==> src/rtl/mm_dcm_pkg.sv <==
// Shared state encoding, command patterns and frame lengths for the DCM reprogramming controller.
package mm_dcm_pkg;

    typedef enum logic [3:0] {
        StIdle,
        StLoadD,
        StGapD,
        StLoadM,
        StGapM,
        StGo,
        StWaitDone,
        StWaitLock,
        StRun,
        StDcmRst
    } dcm_state_e;

    localparam int unsigned FrameLen = 10;
    localparam int unsigned GapLen   = 2;
    localparam int unsigned GoLen    = 1;
    localparam int unsigned MaxTries = 3;

    // Bit 0 goes out first: D frame starts 1,0 and M frame starts 1,1.
    localparam logic [1:0] CmdD = 2'b01;
    localparam logic [1:0] CmdM = 2'b11;

    localparam int unsigned MmClkMul = 4;
    localparam logic [7:0]  DefMul   = 8'(MmClkMul - 1);
    localparam logic [7:0]  DefDiv   = 8'd0;

    function automatic logic [FrameLen-1:0] make_frame(input logic [1:0] cmd,
                                                       input logic [7:0] val);
        return {val, cmd};
    endfunction

endpackage

==> src/rtl/dcm_prog_ctrl_if.sv <==
// M/D request handshake between a client and the DCM reprogramming controller.
interface dcm_prog_ctrl_if;
    logic       cfg_valid;
    logic       cfg_ready;
    logic [7:0] cfg_mul;
    logic [7:0] cfg_div;

    modport master (output cfg_valid, output cfg_mul, output cfg_div, input cfg_ready);
    modport slave  (input cfg_valid, input cfg_mul, input cfg_div, output cfg_ready);
endinterface

==> src/rtl/dcm_prog_shift.sv <==
// 10-bit load/shift serializer; done strobes during the last bit of a frame.
module dcm_prog_shift
    import mm_dcm_pkg::*;
(
    input  logic                clk,
    input  logic                rst,
    input  logic                load,
    input  logic [FrameLen-1:0] frame,
    output logic                sdata,
    output logic                done
);

    logic [FrameLen-1:0] sr_q;
    logic [3:0]          idx_q;
    logic                active_q;

    assign sdata = sr_q[0];
    assign done  = active_q && (idx_q == 4'(FrameLen - 1));

    // Zeros shift in behind the frame so the line idles low once it is sent.
    always_ff @(posedge clk) begin
        if (rst) begin
            sr_q     <= '0;
            idx_q    <= '0;
            active_q <= 1'b0;
        end else if (load) begin
            sr_q     <= frame;
            idx_q    <= '0;
            active_q <= 1'b1;
        end else if (active_q) begin
            sr_q  <= sr_q >> 1;
            idx_q <= idx_q + 4'd1;
            if (done) begin
                active_q <= 1'b0;
            end
        end
    end

endmodule

==> src/rtl/dcm_prog_ctrl.sv <==
// Programs DCM M/D over PROGEN/PROGDATA, waits for PROGDONE/LOCKED and gates the output clock.
// PROGCLK is ~clk at the top level, so the DCM samples these registered outputs mid-cycle.
module dcm_prog_ctrl
    import mm_dcm_pkg::*;
#(
    parameter int unsigned TIMEOUT_CYC = 4096,
    parameter int unsigned RST_CYC     = 8
) (
    input  logic           clk,
    input  logic           rst,
    dcm_prog_ctrl_if.slave cfg,
    output logic           dcm_progen,
    output logic           dcm_progdata,
    input  logic           dcm_progdone,
    input  logic           dcm_locked,
    output logic           dcm_rst,
    output logic           clk25m_on,
    output logic           busy,
    output logic           err
);

    // RST_CYC is assumed to fit the timeout counter, which it shares.
    localparam int unsigned    CW        = $clog2(TIMEOUT_CYC) + 1;
    localparam logic [CW-1:0]  TmoLast   = CW'(TIMEOUT_CYC - 1);
    localparam logic [CW-1:0]  RstLast   = CW'(RST_CYC - 1);
    localparam logic [1:0]     RetryLast = 2'(MaxTries - 1);

    dcm_state_e state_q, state_d;
    logic [CW-1:0] cnt_q, cnt_d, cnt_inc;
    logic [1:0] retry_q, retry_d;
    logic [7:0] mul_q, mul_d, div_q, div_d;
    logic boot_q, boot_d, err_q, err_d;
    logic progen_q, dcm_rst_q, clk_on_q, busy_q, ready_q;
    logic accept, timed_out, shift_load, shift_done;
    logic [FrameLen-1:0] shift_frame;

    assign accept  = cfg.cfg_valid && ready_q;
    assign cnt_inc = (cnt_q == '1) ? cnt_q : cnt_q + CW'(1);

    always_comb begin
        state_d     = state_q;
        cnt_d       = cnt_inc;
        retry_d     = retry_q;
        err_d       = err_q;
        mul_d       = mul_q;
        div_d       = div_q;
        boot_d      = boot_q;
        shift_load  = 1'b0;
        shift_frame = make_frame(CmdD, div_q);
        timed_out   = 1'b0;
        if (accept && cfg.cfg_mul == 8'd0) begin
            err_d = 1'b1;
        end else if (accept) begin
            mul_d       = cfg.cfg_mul;
            div_d       = cfg.cfg_div;
            err_d       = 1'b0;
            retry_d     = '0;
            state_d     = StLoadD;
            shift_load  = 1'b1;
            shift_frame = make_frame(CmdD, cfg.cfg_div);
        end else begin
            unique case (state_q)
                StIdle: begin
                    // The reset cycle itself counts as the first DCM reset cycle.
                    if (boot_q) begin
                        boot_d  = 1'b0;
                        state_d = StDcmRst;
                        cnt_d   = CW'(1);
                    end
                end
                StLoadD: if (shift_done) begin state_d = StGapD; cnt_d = '0; end
                StGapD: begin
                    if (cnt_q >= CW'(GapLen - 1)) begin
                        state_d     = StLoadM;
                        shift_load  = 1'b1;
                        shift_frame = make_frame(CmdM, mul_q);
                    end
                end
                StLoadM: if (shift_done) begin state_d = StGapM; cnt_d = '0; end
                StGapM: if (cnt_q >= CW'(GapLen - 1)) begin state_d = StGo; cnt_d = '0; end
                StGo: if (cnt_q >= CW'(GoLen - 1)) begin state_d = StWaitDone; cnt_d = '0; end
                StWaitDone: begin
                    if (dcm_progdone) begin
                        state_d = StWaitLock;
                        cnt_d   = '0;
                    end else if (cnt_q >= TmoLast) begin
                        timed_out = 1'b1;
                    end
                end
                StWaitLock: begin
                    if (dcm_locked) begin
                        state_d = StRun;
                        retry_d = '0;
                    end else if (cnt_q >= TmoLast) begin
                        timed_out = 1'b1;
                    end
                end
                StRun: if (!dcm_locked) begin state_d = StDcmRst; cnt_d = '0; end
                StDcmRst: begin
                    if (cnt_q >= RstLast) begin
                        state_d    = StLoadD;
                        shift_load = 1'b1;
                    end
                end
                default: state_d = StIdle;
            endcase
            if (timed_out) begin
                err_d = 1'b1;
                cnt_d = '0;
                if (retry_q == RetryLast) begin
                    state_d = StIdle;
                    retry_d = '0;
                end else begin
                    state_d = StDcmRst;
                    retry_d = retry_q + 2'd1;
                end
            end
        end
    end

    // Outputs are registered from the next state so they line up with the state they belong to.
    always_ff @(posedge clk) begin
        if (rst) begin
            state_q   <= StIdle;
            cnt_q     <= '0;
            retry_q   <= '0;
            mul_q     <= DefMul;
            div_q     <= DefDiv;
            boot_q    <= 1'b1;
            err_q     <= 1'b0;
            progen_q  <= 1'b0;
            dcm_rst_q <= 1'b1;
            clk_on_q  <= 1'b0;
            busy_q    <= 1'b0;
            ready_q   <= 1'b0;
        end else begin
            state_q   <= state_d;
            cnt_q     <= cnt_d;
            retry_q   <= retry_d;
            mul_q     <= mul_d;
            div_q     <= div_d;
            boot_q    <= boot_d;
            err_q     <= err_d;
            progen_q  <= (state_d == StLoadD) || (state_d == StLoadM) || (state_d == StGo);
            dcm_rst_q <= (state_d == StDcmRst);
            clk_on_q  <= (state_d == StRun);
            busy_q    <= !((state_d == StIdle) || (state_d == StRun));
            ready_q   <= (state_d == StIdle) || (state_d == StRun);
        end
    end

    dcm_prog_shift u_shift (
        .clk   (clk),
        .rst   (rst),
        .load  (shift_load),
        .frame (shift_frame),
        .sdata (dcm_progdata),
        .done  (shift_done)
    );

    assign cfg.cfg_ready = ready_q;
    assign dcm_progen    = progen_q;
    assign dcm_rst       = dcm_rst_q;
    assign clk25m_on     = clk_on_q;
    assign busy          = busy_q;
    assign err           = err_q;

endmodule

==> src/flat_wrapper.sv <==
// flat-port wrapper written by rule: the top's interface ports become plain ports
module dcm_prog_ctrl_flat import mm_dcm_pkg::*;
#(
    parameter int unsigned TIMEOUT_CYC = 4096,
    parameter int unsigned RST_CYC     = 8
)
  (clk, rst, dcm_progen, dcm_progdata, dcm_progdone, dcm_locked, dcm_rst, clk25m_on, busy, err, cfg_cfg_valid, cfg_cfg_mul, cfg_cfg_div, cfg_cfg_ready);
  dcm_prog_ctrl_if cfg_i ();
  input  logic clk;
  input  logic rst;
  output logic dcm_progen;
  output logic dcm_progdata;
  input  logic dcm_progdone;
  input  logic dcm_locked;
  output logic dcm_rst;
  output logic clk25m_on;
  output logic busy;
  output logic err;
  input wire logic [$bits(cfg_i.cfg_valid)-1:0] cfg_cfg_valid;
  input wire logic [$bits(cfg_i.cfg_mul)-1:0] cfg_cfg_mul;
  input wire logic [$bits(cfg_i.cfg_div)-1:0] cfg_cfg_div;
  output wire logic [$bits(cfg_i.cfg_ready)-1:0] cfg_cfg_ready;
  assign cfg_i.cfg_valid = cfg_cfg_valid;
  assign cfg_i.cfg_mul = cfg_cfg_mul;
  assign cfg_i.cfg_div = cfg_cfg_div;
  assign cfg_cfg_ready = cfg_i.cfg_ready;
  dcm_prog_ctrl #(.TIMEOUT_CYC(TIMEOUT_CYC), .RST_CYC(RST_CYC)) u_core (.clk(clk), .rst(rst), .cfg(cfg_i), .dcm_progen(dcm_progen), .dcm_progdata(dcm_progdata), .dcm_progdone(dcm_progdone), .dcm_locked(dcm_locked), .dcm_rst(dcm_rst), .clk25m_on(clk25m_on), .busy(busy), .err(err));
endmodule
==> config.mk <==
export PLATFORM = sky130hd
export DESIGN_NAME = dcm_prog_ctrl_flat
export DESIGN_NICKNAME = d
export VERILOG_FILES = /design/src/rtl/mm_dcm_pkg.sv /design/src/rtl/dcm_prog_ctrl_if.sv /design/src/rtl/dcm_prog_shift.sv /design/src/rtl/dcm_prog_ctrl.sv /design/src/flat_wrapper.sv
export SDC_FILE = /design/constraint.sdc
export NUM_CORES = 1
export LEC_CHECK = 0
export CORE_MARGIN = 1
export CORE_UTILIZATION = 57
export CTS_CLUSTER_SIZE = 12
export DETAILED_ROUTE_END_ITERATION = 8
export GPL_ROUTABILITY_DRIVEN = 0
export GPL_TIMING_DRIVEN = 0
export PLACE_DENSITY = 0.85
export SLEW_MARGIN = 30
export SYNTH_ARGS = -nofsm -noshare
export SYNTH_HDL_FRONTEND = slang
export SYNTH_HIERARCHICAL = 1
export SYNTH_SLANG_ARGS = --single-unit
==> constraint.sdc <==
create_clock -name clk -period 2.49 [get_ports clk]
set_clock_uncertainty 0.2 [all_clocks]
set_input_delay 0.498 -clock clk [delete_from_list [all_inputs] [get_ports clk]]
set_output_delay 0.498 -clock clk [all_outputs]
set_load 0.01 [all_outputs]
==> results.yml <==
pwr:
  p_leak_nw: 1.42
  power_density_mw_per_mm2: 788
  ir_drop_mv: 0.493
  fin_total_pwr_mw: 2.98
synth:
  synth_enable_flop_cells: 0
  synth-seq-cells: 57
  async_flop_share_pct: 0
  synth_flop_cell: "dfxtp_1"
  avgSynthCellArea_sq_um: 8.49
  yosysUniqueCellTypes: 76
  synth_cells: 360
  synth_area_sq_mm: 0.00306
  synth_fp_nets: 385
  yosysSeqAreaShare_pct: 37.3
  yosysWarningCount: 6
grt:
  antenna_found_initial: 0
  grt_pass1_vias: 2405
  grt_use_total_pct: 26.1
  overflow: 0
  grt_pass1_wl_mm: 10.9
  grt_max_degree: 12
cts:
  cts_root_buffer: "clkbuf_8"
  numCtsBuffers: 9
  path_clk_slew_ns: 0.07
  cts.path.max_buffers: 2
  clock_latency_ns: 0.34
  clock_sinks: 57
  cts_tree: "built"
  htreeDepth: 3
placement:
  dp.cells: 457
  dpl.hpwl_mm: 4.98
  numPortBuffers: 27
hold_path:
  holdPathStages: 2
  min_to: "u_core/div_q[2]"
  holdCritPathClass: "flop to flop"
  min_from: "u_core/div_q[2]"
sta:
  setup_viol: 1
  maxSlewHeadroom_pct: 44.7
  fin_crit_sh_pct: 100
  slew_viol_final: 0
  worst_pin_slew_ns: 0.829
  period_minus_slack_ns: 2.50
  clock.fmax_mhz: 400
  tns_ns: -0.0105
  finalHoldViolations: 0
  setup_ws_ns: -0.0105
  holdWs_ns: 0.255
job:
  maxCapViolCount: 0
final_layout:
  n_antenna_cell: 0
  stdcell_count: 481
  fill_cells: 396
  layout_common_cells: "dfxtp_1 (55), nand2_1 (42), nor2_1 (32), a21oi_1 (29), clkdlybuf4s50_1 (26)"
  layout_commonest_cell: "dfxtp_1"
  area_growth_syn_to_layout_pct: 23.7
  layout-drive-gt1-share_pct: 20.2
  fin_util_pct: 73.5
  nets: 431
  multiInputGateArea_sq_mm: 0.00179
  final-seq-area_sq_mm: 0.00115
routing:
  drtPass1Iterations: 5
  wl_per_cell_um: 15.2
  drc: 0
  ant_nets: 0
  vias_per_cell: 5.85
  routed_wl_mm: 7.32
  vias: 2814
  drtIter0Drc: 256
critical_path:
  crit_chain: "clkdlybuf4s50_1 > or4_4 > nor3_4 > buf_4 > and3_1 > o21ai_1 > a21oi_1 > nor4_2"
  cp-end-kind: "flop"
  cpLargestDelayFamily: "simple AND/OR/NAND/NOR gates"
  critPathMaxStageDelay_ns: 0.59
  crit_fanout: 5
  critPathArrivalTime_ns: 2.51
  criticalPathCategory: "primary input to flop"
  crit_required_ns: 2.50
  timing.rr.start: "u_core/u_shift/active_q"
  r2r_cells: 10
  start_kind: "primary input"
  r2r-end: "u_core/cnt_q[12]"
  r2r_setup_slack_ns: 0.09
  crit_buf_inv: 2
  cpMaxStageDelayCell: "or4_4"
floorplanning:
  num_io_pins: 28
  initial_core_util_pct: 59.4
  num_rows: 26
  die_w_um: 75.2
  dieArea_sq_mm: 0.00566
  coreArea_sq_mm: 0.00514
  die-height_um: 75.2
run_status:
  violations: "setup timing"
  status: "complete, but fails checks"
[metrics by stage]
step                setup WS [ns]  cell area [sq um]
global placement           -0.579               3410
finish                    -0.0105               3780
detailed placement         -0.602               3410
CTS                       0.00643               3650
floorplan                   0.186               3060
global route              -0.0434               3780
[worst max-delay path by stage]
stage,slack (ns),cells past startpoint,to,startpoint
after floorplan,0.19,6,u_core/u_shift/sr_q[2],cfg_cfg_mul[4]
after global placement,-0.58,7,u_core/u_shift/sr_q[2],cfg_cfg_mul[4]
after detailed placement,-0.60,7,u_core/u_shift/sr_q[2],cfg_cfg_mul[4]
after CTS,0.006,8,u_core/u_shift/sr_q[6],cfg_cfg_mul[4]
after global routing,-0.04,11,u_core/u_shift/sr_q[6],u_core/cnt_q[1]
final,-0.01,8,u_core/dcm_progen,cfg_cfg_mul[6]
[logic make-up (layout without fill, tap and decap cells)]
| kind of cell | count (synthesis) | after routing | share of synthesized area (%) |
|---|---|---|---|
| buffers and inverters | 37 | 88 | 6.80 |
| AOI/OAI and AO/OA | 87 | 87 | 20.2 |
| and+or+nand+nor | 150 | 150 | 26.5 |
| other | 1 | 1 | 0.123 |
| DFF | 57 | 57 | 37.3 |
| muxes | 11 | 11 | 3.64 |
| adders and majority gates | 4 | 4 | 1.64 |
| xor gates and xnor gates | 13 | 13 | 3.73 |
[cell usage after synthesis, types with 3 or more instances]
cell type  instances  area [sq um]
mux2i_1           10           100
ha_1               4          50.1
nor2b_1           11          68.8
a211oi_2           5          62.6
nor3_1             8          40.0
or3_1              4          25.0
a31oi_1            4          25.0
nor4_1             7          43.8
clkbuf_1           4          15.0
nand4_1            4          25.0
a211oi_1           6          45.0
xor2_1             4          35.0
nor2_1            32           120
and2_1             3          18.8
buf_6              4          45.0
xnor2_1            9          78.8
and3_1             5          31.3
a21oi_1           31           155
inv_1             16          60.1
nand2b_1           4          25.0
dfxtp_1           57          1140
o21ai_1            3          15.0
nand3_1            5          25.0
o22ai_1            9          56.3
buf_2              9          45.0
nand2_1           42           158
[routing by layer]
metal / GRT usage, % / wire length (um) / vias to the layer above
met5: 0 / 0 / -
met4: 9.26 / 159 / 0
met3: 8.17 / 510 / 22
met2: 42.2 / 3570 / 116
met1: 32.8 / 3080 / 1294
li1: - / - / 1382
[area by class of cell]
cell class                      count  share of cell area [%]
Sequential cell                    57                    30.3
Clock buffer                       10                    3.64
Clock inverter                      6                    1.79
Timing Repair Buffer               35                    8.90
Buffer                             20                    4.01
Tap cell                           70                    2.32
Inverter                           17                    1.75
Multi-Input combinational cell    266                    47.3
[flip-flops by register name, summed over array words and instances, names as in the netlist]
name and flops:
u_core/busy 1, u_core/dcm_progen 1, u_core/retry_q 2, u_core/u_shift/active_q 1, u_core/boot_q 1, u_core/u_shift/idx_q 4
u_core/state_q 4, u_core/cfg.cfg_ready 1, u_core/clk25m_on 1, u_core/err 1, u_core/cnt_q 13, u_core/div_q 8
u_core/mul_q 8, u_core/u_shift/sr_q 10, u_core/dcm_rst 1
[repair_timing]
| action | CTS | global route |
|---|---|---|
| setup endpoints to repair | 15 | 26 |
| buffers inserted | 1 | 7 |
| pin swaps | 2 | 8 |
| hold buffers | 0 | 0 |
| gates resized for setup | 5 | 23 |
[power by group]
part           leakage, nW  total [mW]  internal (mW)  switching, mW
registers            0.465        1.14           1.04          0.102
clock network       0.0985       0.872          0.490          0.383
logic                0.859       0.962          0.474          0.488
[worst register-to-register path, delay by kind of cell (launching register included)]
family / cells / cell delay, ns
compound gates: 3 / 0.69
simple gates: 4 / 0.60
flops: 1 / 0.32
buf+inv: 3 / 0.48
Power figures use the tool's default switching activity.
